$ cat config.mk
export PLATFORM = sky130hd
export DESIGN_NAME = axis_sample_tx_flat
export DESIGN_NICKNAME = d
export VERILOG_FILES = /design/src/rtl/axis_tx_pkg.sv /design/src/rtl/axis_sample_tx_if.sv /design/src/rtl/axis_tx_fifo.sv /design/src/rtl/axis_sample_tx.sv /design/src/flat_wrapper.sv
export SDC_FILE = /design/constraint.sdc
export NUM_CORES = 1
export LEC_CHECK = 0
export ABC_AREA = 1
export CORE_MARGIN = 2
export CORE_UTILIZATION = 62
export DETAILED_ROUTE_END_ITERATION = 12
export GPL_TIMING_DRIVEN = 0
export PLACE_DENSITY = 0.84
export SLEW_MARGIN = 20
export SYNTH_ARGS = -nofsm -noshare
export SYNTH_HDL_FRONTEND = slang
export SYNTH_HIERARCHICAL = 1
export SYNTH_SLANG_ARGS = --single-unit
$ cat constraint.sdc
create_clock -name aclk -period 4.5 [get_ports aclk]
set_input_delay 0.45 -clock aclk [delete_from_list [all_inputs] [get_ports aclk]]
set_output_delay 0.45 -clock aclk [all_outputs]
set_load 0.005 [all_outputs]
$ cat src/rtl/axis_tx_pkg.sv
// Shared defaults and types for the paced AXI-Stream sample transmitter.
package axis_tx_pkg;

  localparam int DATA_W_DEF = 16;
  localparam int DEPTH_DEF  = 16;
  localparam int DIV_W_DEF  = 16;

  // Transmit sequencer states.
  typedef enum logic [1:0] {
    IDLE = 2'd0,
    PACE = 2'd1,
    HOLD = 2'd2
  } tx_state_t;

  // Occupancy counter width: must represent 0..depth inclusive.
  function automatic int lvl_w(input int depth);
    return $clog2(depth) + 1;
  endfunction

endpackage

$ cat src/rtl/axis_sample_tx_if.sv
// AXI-Stream data channel carrying one sample per transfer.
interface axis_sample_tx_if
  import axis_tx_pkg::*;
#(
  parameter int DATA_W = DATA_W_DEF
);

  logic              tvalid;
  logic              tready;
  logic [DATA_W-1:0] tdata;

  modport master (output tvalid, output tdata, input tready);
  modport slave  (input tvalid, input tdata, output tready);

endinterface

$ cat src/rtl/axis_tx_fifo.sv
// Single-clock sample FIFO with registered level/full and a
// combinational head so a pop can be captured in the same cycle.
module axis_tx_fifo
  import axis_tx_pkg::*;
#(
  parameter int DATA_W = DATA_W_DEF,
  parameter int DEPTH  = DEPTH_DEF
) (
  input  logic                     clk,
  input  logic                     srst,
  input  logic                     push,
  input  logic [DATA_W-1:0]        push_data,
  input  logic                     pop,
  output logic [DATA_W-1:0]        head,
  output logic [lvl_w(DEPTH)-1:0]  level,
  output logic                     full
);

  localparam int AW = $clog2(DEPTH);
  localparam int LW = lvl_w(DEPTH);

  logic [DATA_W-1:0] mem [DEPTH];
  logic [AW-1:0]     wr_ptr_reg;
  logic [AW-1:0]     rd_ptr_reg;
  logic [LW-1:0]     level_reg;
  logic [LW-1:0]     level_next;
  logic              full_reg;
  logic              push_ok;
  logic              pop_ok;

  // A push while full is dropped even if a pop frees a slot this cycle,
  // so the decision only looks at the registered full flag.
  assign push_ok = push && !full_reg;
  assign pop_ok  = pop && (level_reg != '0);

  // Sample storage; the head is read asynchronously so the sequencer
  // can move it into the output register on the tick cycle.
  always_ff @(posedge clk) begin
    if (push_ok) begin
      mem[wr_ptr_reg] <= push_data;
    end
  end

  // Next occupancy from accepted push/pop; both together leave it unchanged.
  always_comb begin
    level_next = level_reg;
    case ({push_ok, pop_ok})
      2'b10:   level_next = level_reg + LW'(1);
      2'b01:   level_next = level_reg - LW'(1);
      default: level_next = level_reg;
    endcase
  end

  // Pointer, level and full registers; pointers wrap at DEPTH (power of two).
  always_ff @(posedge clk) begin
    if (srst) begin
      wr_ptr_reg <= '0;
      rd_ptr_reg <= '0;
      level_reg  <= '0;
      full_reg   <= 1'b0;
    end else begin
      if (push_ok) begin
        wr_ptr_reg <= wr_ptr_reg + AW'(1);
      end
      if (pop_ok) begin
        rd_ptr_reg <= rd_ptr_reg + AW'(1);
      end
      level_reg <= level_next;
      full_reg  <= (level_next == LW'(DEPTH));
    end
  end

  assign head  = mem[rd_ptr_reg];
  assign level = level_reg;
  assign full  = full_reg;

endmodule

$ cat src/rtl/axis_sample_tx.sv
// Paced sample transmitter: buffers samples in a FIFO and releases one
// onto an AXI-Stream master each time the programmable pace counter ticks.
module axis_sample_tx
  import axis_tx_pkg::*;
#(
  parameter int DATA_W = DATA_W_DEF,
  parameter int DEPTH  = DEPTH_DEF,
  parameter int DIV_W  = DIV_W_DEF
) (
  input  logic                     aclk,
  input  logic                     areset,
  input  logic                     enable,
  input  logic [DIV_W-1:0]         pace_div,
  input  logic                     wr_en,
  input  logic [DATA_W-1:0]        wr_data,
  output logic                     wr_full,
  output logic [lvl_w(DEPTH)-1:0]  level,
  axis_sample_tx_if.master         m_axis_data,
  input  logic                     clr_flags,
  output logic                     overflow,
  output logic                     underrun,
  output logic                     late
);

  localparam int LW = lvl_w(DEPTH);

  tx_state_t         state_reg;
  tx_state_t         state_next;
  logic [DIV_W-1:0]  cnt_reg;
  logic [DIV_W-1:0]  cnt_next;
  logic              tick;
  logic              handshake;
  logic              pop;
  logic              overflow_set;
  logic              underrun_set;
  logic              late_set;
  logic              overflow_reg;
  logic              underrun_reg;
  logic              late_reg;
  logic [DATA_W-1:0] tdata_reg;
  logic [DATA_W-1:0] fifo_head;
  logic [LW-1:0]     fifo_level;
  logic              fifo_full;

  axis_tx_fifo #(
    .DATA_W (DATA_W),
    .DEPTH  (DEPTH)
  ) u_fifo (
    .clk       (aclk),
    .srst      (areset),
    .push      (wr_en),
    .push_data (wr_data),
    .pop       (pop),
    .head      (fifo_head),
    .level     (fifo_level),
    .full      (fifo_full)
  );

  // Tick fires in the enabled cycle where the countdown sits at zero,
  // so pace_div=0 ticks on every enabled cycle.
  assign tick      = enable && (cnt_reg == '0);
  assign handshake = (state_reg == HOLD) && m_axis_data.tready;

  // Countdown: reload (sampling pace_div) when stopped or on a tick.
  always_comb begin
    cnt_next = cnt_reg - DIV_W'(1);
    if (!enable || tick) begin
      cnt_next = pace_div;
    end
  end

  // Pace counter register.
  always_ff @(posedge aclk) begin
    if (areset) begin
      cnt_reg <= pace_div;
    end else begin
      cnt_reg <= cnt_next;
    end
  end

  // Sequencer next state, pop request and error-flag set terms.
  // A tick arriving in IDLE (only possible with pace_div=0 on the very
  // first enabled cycle) is serviced like one in PACE so no tick is lost.
  always_comb begin
    state_next   = state_reg;
    pop          = 1'b0;
    underrun_set = 1'b0;
    late_set     = 1'b0;
    case (state_reg)
      IDLE, PACE: begin
        if (tick) begin
          if (fifo_level != '0) begin
            pop        = 1'b1;
            state_next = HOLD;
          end else begin
            underrun_set = 1'b1;
            state_next   = PACE;
          end
        end else if (enable) begin
          state_next = PACE;
        end else begin
          state_next = IDLE;
        end
      end
      HOLD: begin
        late_set = tick;
        if (handshake) begin
          state_next = enable ? PACE : IDLE;
        end
      end
      default: state_next = IDLE;
    endcase
  end

  // Sequencer state register.
  always_ff @(posedge aclk) begin
    if (areset) begin
      state_reg <= IDLE;
    end else begin
      state_reg <= state_next;
    end
  end

  // Output sample register: loaded from the FIFO head on the pop cycle,
  // held unchanged while waiting for the downstream handshake.
  always_ff @(posedge aclk) begin
    if (areset) begin
      tdata_reg <= '0;
    end else if (pop) begin
      tdata_reg <= fifo_head;
    end
  end

  assign overflow_set = wr_en && fifo_full;

  // Sticky error flags; a new event in the clearing cycle keeps the flag set.
  always_ff @(posedge aclk) begin
    if (areset) begin
      overflow_reg <= 1'b0;
      underrun_reg <= 1'b0;
      late_reg     <= 1'b0;
    end else begin
      overflow_reg <= overflow_set | (overflow_reg & ~clr_flags);
      underrun_reg <= underrun_set | (underrun_reg & ~clr_flags);
      late_reg     <= late_set     | (late_reg     & ~clr_flags);
    end
  end

  assign m_axis_data.tvalid = (state_reg == HOLD);
  assign m_axis_data.tdata  = tdata_reg;
  assign wr_full            = fifo_full;
  assign level              = fifo_level;
  assign overflow           = overflow_reg;
  assign underrun           = underrun_reg;
  assign late               = late_reg;

endmodule

$ cat src/flat_wrapper.sv
// flat-port wrapper written by rule: the top's interface ports become plain ports
module axis_sample_tx_flat import axis_tx_pkg::*;
#(
  parameter int DATA_W = DATA_W_DEF,
  parameter int DEPTH  = DEPTH_DEF,
  parameter int DIV_W  = DIV_W_DEF
)
  (aclk, areset, enable, pace_div, wr_en, wr_data, wr_full, level, clr_flags, overflow, underrun, late, m_axis_data_tvalid, m_axis_data_tdata, m_axis_data_tready);
  axis_sample_tx_if #(.DATA_W(DATA_W)) m_axis_data_i ();
  input  logic aclk;
  input  logic areset;
  input  logic enable;
  input  logic [DIV_W-1:0] pace_div;
  input  logic wr_en;
  input  logic [DATA_W-1:0] wr_data;
  output logic wr_full;
  output logic [lvl_w(DEPTH)-1:0] level;
  input  logic clr_flags;
  output logic overflow;
  output logic underrun;
  output logic late;
  output wire logic [$bits(m_axis_data_i.tvalid)-1:0] m_axis_data_tvalid;
  output wire logic [$bits(m_axis_data_i.tdata)-1:0] m_axis_data_tdata;
  input wire logic [$bits(m_axis_data_i.tready)-1:0] m_axis_data_tready;
  assign m_axis_data_tvalid = m_axis_data_i.tvalid;
  assign m_axis_data_tdata = m_axis_data_i.tdata;
  assign m_axis_data_i.tready = m_axis_data_tready;
  axis_sample_tx #(.DATA_W(DATA_W), .DEPTH(DEPTH), .DIV_W(DIV_W)) u_core (.aclk(aclk), .areset(areset), .enable(enable), .pace_div(pace_div), .wr_en(wr_en), .wr_data(wr_data), .wr_full(wr_full), .level(level), .m_axis_data(m_axis_data_i), .clr_flags(clr_flags), .overflow(overflow), .underrun(underrun), .late(late));
endmodule
Yosys cells after proc, flatten, opt, wreduce, memory -nomap -nowiden

Memories as Yosys holds them, arrays and structs flattened. A register that Yosys moved wholly into a read port is not among the register bits.
Cells that the tools add are included.

Register bits after elaboration: 35
Latch bits: 0
RAM bits: 256
Bits in read-only memories: 0
Input port bits: 38
Output and inout bits: 26
Logic and storage cells: 57
Memories kept: 1

$add $sub $neg: 5
Multiply operators: 0
Divide/modulo/power cells: 0
Order comparisons: 0
Equal/unequal tests: 6
Shifts and indexed selects: 0
Muxes and demuxes: 17
Bitwise operators: 7
Reductions and logical operators: 12

Memories:

| name              | words | bits a word | read ports | clocked after Yosys merged registers in | write ports | line               | RTL |
|---|---|---|---|---|---|---|---|
| u_core.u_fifo.mem | 16    | 16          | 1          | 1                                       | 1           | axis_tx_fifo.sv:22 | `logic [DATA_W-1:0] mem [DEPTH];` |

Operator list:

| kind                                                   | count |
|---|---|
| 2-to-1 mux 16 bit                                      | 2 |
| logical NOT 16 bit                                     | 1 |
| subtractor 16 x 1 -> 16 bit (second input constant)    | 1 |
| 2-to-1 mux 1 bit                                       | 10 |
| case mux 5 bit (2 select lines)                        | 1 |
| adder 4 x 1 -> 4 bit (second input constant)           | 2 |
| 2-to-1 mux 2 bit                                       | 3 |
| adder 5 x 1 -> 5 bit (second input constant)           | 1 |
| equality test 5 bit (second input constant)            | 1 |
| logical AND 1 bit                                      | 5 |
| nonzero test 5 bit                                     | 1 |
| subtractor 5 x 1 -> 5 bit (second input constant)      | 1 |
| equality test 2 x 1 -> 1 bit (second input constant)   | 2 |
| equality test 2 bit (second input constant)            | 2 |
| case mux 2 bit (2 select lines)                        | 1 |
| AND 1 bit                                              | 3 |
| bitwise OR 1 bit                                       | 3 |
| logical NOT 1 bit                                      | 2 |
| logical NOT 2 bit                                      | 1 |
| inequality test 2 x 1 -> 1 bit (second input constant) | 1 |
| OR reduction 2 bit                                     | 1 |
| logical OR 1 bit                                       | 1 |
| NOT 1 bit                                              | 1 |

Depth between registers and ports, before layout

Depth after elaboration: 8
Mapped depth: 24

Hierarchy

The synthesis kept the hierarchy.

By module, submodules not included:

| module         | times used | cells an instance | area each (µm²) |
|---|---|---|---|
| axis_tx_fifo   | 1          | 826               | 10965.5 |
| axis_sample_tx | 1          | 271               | 1964.4 |

Least setup slack after synthesis

OpenSTA, ideal clock, no wires.

Path kind: register to register
Start point: register u_core.cnt_reg[0]
End point: register u_core.u_fifo.full_reg (netlist: u_core/u_fifo/full)
Setup time: 0.112 ns
Data arrival time: 2.409 ns
Required time: 4.388 ns
Path slack: 1.980 ns
Cell stages (with the launch flop): 25
Path buffers: 1
Period minus slack after synthesis: 2.520 ns
Path through: dfxtp_1 inv_1 ha_1 inv_1 nor3_2 nand4_4 nor2_1 nand2_1 inv_2 ha_1 buf_2 nand2_1 inv_2 nor2_1 ha_1 inv_1 nand2_1 nand3_1 nand2_1 nand2_1 nand2_1 nand2_1 nand2_1 nand2_1 nor2_1

Word-level cells in the longest chain between the ends: 8

Ends and longest elaborated chain:

| element                                                             | line                 | RTL |
|---|---|---|
| start: declaration                                                  | axis_sample_tx.sv:29 | `logic [DIV_W-1:0] cnt_reg;` |
| start signal: assignment                                            | axis_sample_tx.sv:75 | `cnt_reg <= pace_div;` |
| start signal: assignment                                            | axis_sample_tx.sv:77 | `cnt_reg <= cnt_next;` |
| logical NOT 16 bit (*)                                              | axis_sample_tx.sv:61 | `assign tick = enable && (cnt_reg == '0);` |
| logical AND 1 bit (*)                                               | axis_sample_tx.sv:61 |  |
| 2-to-1 mux 1 bit (*)                                                | axis_sample_tx.sv:91 | `if (tick) begin` |
| 2-to-1 mux 1 bit (*)                                                | axis_sample_tx.sv:89 | `case (state_reg)` |
| via u_core.pop                                                      | axis_sample_tx.sv:33 | `logic pop;` |
| logical AND 1 bit (*)                                               | axis_tx_fifo.sv:34   | `assign pop_ok = pop && (level_reg != '0);` |
| equality test 2 x 1 -> 1 bit or equality test 2 bit (tied branches) | axis_tx_fifo.sv:47   | `case ({push_ok, pop_ok})` |
| case mux 5 bit (2 select lines) (*)                                 | axis_tx_fifo.sv:47   |  |
| equality test 5 bit (*)                                             | axis_tx_fifo.sv:69   | `full_reg <= (level_next == LW'(DEPTH));` |
| end signal: assignment                                              | axis_tx_fifo.sv:69   |  |
| end: declaration                                                    | axis_tx_fifo.sv:27   | `logic full_reg;` |

The timed path passes the listed nets; every way through them passes the cells marked *.
A chain may end at the register's enable or synchronous reset.

Worst setup path after layout

Ends and elaborated chain as after synthesis.

==> flow_summary.toml <==
[outcome]
status = "complete, no violations"

[worst_setup_path]
rrSetupSlack_ns = 1.46
cp.arrival_ns = 3.52
path_class = "reg2reg"
r2r-end = "u_core/u_fifo/full$_SDFF_PP0_"
crit_fanout = 8
startpoint_type = "flip-flop"
crit_path_end_kind = "flip-flop"
r2r_cells = 23
crit_required_ns = 4.98
r2r_start = "u_core/cnt_reg[0]$_DFF_P_"

[run]
drv_cap = 0

[sta]
hold_violations = 0
rsz0062_at_grt = "no"
max_freq_ghz = 0.329
relSlewSlack_pct = 33.6
setup_slack_ns = 1.46
fin_crit_sh_pct = 67.6
tightest_slew_ns = 0.997
slew_violations = 0
skew_ns = 0.0191
layout_min_cycle_time_ns = 3.04
tns_ns = 0
setup_viol_count_final = 0

[global_route]
grt_first_pass_wirelength_um = 55100
grt_max_degree = 17
grt_pass1_vias = 9772
overflow = 0
antenna_found_initial = 0
grt_usage_pct = 33.6

[placement]
portBuffers = 63
gp_congestion = 0.933
place_ws_ns = 1.40
place_inst = 1446
hpwl_um = 23400

[clock_network]
post_cts_resized = 0
cts_setup_buffers = 0
cts.clk_slew.worst_paths_ns = 0.06
tritoncts = "done"
htree_levels = 1
ctsLongestPathBuffers = 3
root_buffer = "clkbuf_16"
postCtsHoldBufs = 0
clock-sinks = 311
clk-insertion-delay-late_ns = 0.55
numCtsBuffers = 31

[detailed_routing]
routedWlPerCell_um = 24.6
viasPerCell = 6.53
ant_nets = 0
drt_iter0_drc = 1281
via_count = 9784
routed_wl_um = 36900
drtPass1Iterations = 7
drc = 0

[layout]
nNetsFinal = 1257
syn2layout_area_growth_pct = 17.4
drive_gt1_share_pct = 13.6
diodes = 0
largest_reg_flops = 256
final_cell_mix = "256 x edfxtp_1, 197 x nor2_1, 111 x nand2_1, 81 x o21ai_0, 63 x clkdlybuf4s50_1"
fillers = 1228
final_common_cell = "edfxtp_1"
layoutNonFillerInstCount = 1499

[worst_hold_path]
worstHoldEndpoint = "u_core/cnt_reg[14]$_DFF_P_"
min_path_type = "in2reg"
holdPathStages = 3
hp-start = "pace_div[14]"

[floorplanning]
core-area_um2 = 20400
die-width_um = 148
io-pin-count = 64
die_h_um = 148
start_util_pct = 63.5
rows = 52
dieArea_um2 = 22000

[power_and_ir_drop]
total_power_mw = 6.05
peakVddDrop_mv = 0.274
pwr-share-seq_pct = 52.6
power_density_nw_per_um2 = 399
p_sw_share_pct = 20.7
power_frac_comb_pct = 4.1
p_clk_share_pct = 43.3
internal_power_mw = 4.80
p_sw_mw = 1.25
p_leak_nw = 5.41

[synth]
syn-num-nets = 1145
synth_area_per_cell_um2 = 11.8
syn_area_um2 = 12900
yosysSeqAreaShare_pct = 68.0
yosysWarnings = 6
netlist-cell-type-count = 38
syn_inst = 1097
ys_seq_elements = 311
layer usage:
| metal | wire [µm] | share of wire (%) | GRT usage, % |
|---|---|---|---|
| met1 | 12500 | 34 | 42.4 |
| met2 | 17400 | 47 | 53.9 |
| met3 | 4560 | 12 | 7.33 |
| met4 | 2420 | 6.6 | 20.1 |
| met5 | 0 | 0 | 0 |
worst max-delay path by stage:
| stage | from | end | slack [ns] |
|---|---|---|---|
| after floorplan | u_core/cnt_reg[0]$_DFF_P_ | u_core/u_fifo/full$_SDFF_PP0_ | 1.98 |
| after global placement | wr_en | u_core/u_fifo/mem[4][10]$_DFFE_PP_ | 1.11 |
| after detailed placement | enable | u_core/u_fifo/full$_SDFF_PP0_ | 1.40 |
| after CTS | u_core/cnt_reg[0]$_DFF_P_ | u_core/u_fifo/full$_SDFF_PP0_ | 1.50 |
| after global routing | u_core/cnt_reg[0]$_DFF_P_ | u_core/u_fifo/full$_SDFF_PP0_ | 1.15 |
| final | u_core/cnt_reg[0]$_DFF_P_ | u_core/u_fifo/full$_SDFF_PP0_ | 1.46 |
cell families (layout without fill, tap and decap cells):
group / count (synthesis) / after routing / synth area share [%]
muxes: 1 / 1 / 0.0774
adders and majority gates: 10 / 10 / 0.968
DFF: 311 / 311 / 68.0
buffers and inverters: 115 / 247 / 4.70
AOI/OAI and AO/OA: 254 / 254 / 12.8
xor gates and xnor gates: 15 / 15 / 1.02
and+or+nand+nor: 391 / 391 / 12.4
stage by stage:
| stage | hold slack, ns | util, % | cell area (µm²) |
|---|---|---|---|
| after floorplan | 0.446 | - | 12900 |
| after global placement | 0.452 | 68.2 | 13900 |
| after detailed placement | 0.472 | 69.5 | 14100 |
| after CTS | 0.439 | 74.5 | 15200 |
| after global routing | 0.469 | 74.5 | 15200 |
| final | 0.444 | 74.5 | 15200 |
power groups by stage:
stage	clock network (mW)	logic, mW	registers, mW
2_1_floorplan	0	0.118	3.24
6_report	2.62	0.249	3.18
3_3_place_gp	0	0.222	3.24
5_1_grt	2.74	0.268	3.19
4_1_cts	2.63	0.244	3.18
3_5_place_dp	0	0.240	3.24
synthesized netlist by cell type:
cell type  count  area share, %
o21ai_0       81            3.1
nor2_2         6           0.29
edfxtp_1     256             59
nand2_1      111            3.2
o21ai_2        8           0.54
buf_4         10           0.58
nand4_1        4           0.19
o211ai_2       6           0.58
nor2_4         1          0.087
a21oi_1       16           0.62
dfxtp_1       55            8.5
xor2_1         9           0.61
xnor2_1        6           0.41
o21bai_1       4           0.23
o21ai_1       50            1.9
ha_1          10           0.97
o21a_1         1          0.058
nand2_2        1          0.048
o221ai_1      46            3.1
buf_6         13            1.1
mux2i_1        1          0.077
o211ai_1      12           0.70
buf_12         1           0.15
clkbuf_1      19           0.55
inv_1         45            1.3
nor3_2         1          0.077
o21bai_2      12            1.0
inv_4          1          0.048
nand4_4        1           0.16
nand3_1       29            1.1
nand3b_1       3           0.17
nor3b_2        1          0.097
buf_2         18           0.70
nor3_1        20           0.77
o22ai_1       18           0.87
nor2_1       213            6.2
inv_2          6           0.17
buf_1          2          0.058
area by class of cell:
type | instances | area [µm²] | share of cell area, %
Sequential cell | 311 | 8790 | 57.9
Multi-Input combinational cell | 671 | 3570 | 23.5
Timing Repair Buffer | 79 | 841 | 5.54
Clock buffer | 34 | 797 | 5.25
Buffer | 63 | 410 | 2.70
Tap cell | 270 | 338 | 2.23
Clock inverter | 19 | 235 | 1.55
Inverter | 52 | 198 | 1.30
critical path, stage by stage (launching register included):
cell and delay, ns:
dfxtp_1 0.32, inv_1 0.09, ha_1 0.16, inv_1 0.07, nor3_2 0.20, nand4_4 0.23, nor2_1 0.26, nand2_1 0.13
inv_2 0.10, ha_1 0.15, buf_2 0.19, nor2_1 0.07, nor2_1 0.16, ha_1 0.16, inv_1 0.05, nand2_1 0.08
nand3_1 0.12, nand2_1 0.08, nand2_1 0.04, nand2_1 0.05, nand2_1 0.04, nand2_1 0.05, nand2_1 0.06, nor2_1 0.10
No activity file was read; power rests on OpenSTA's default activity.
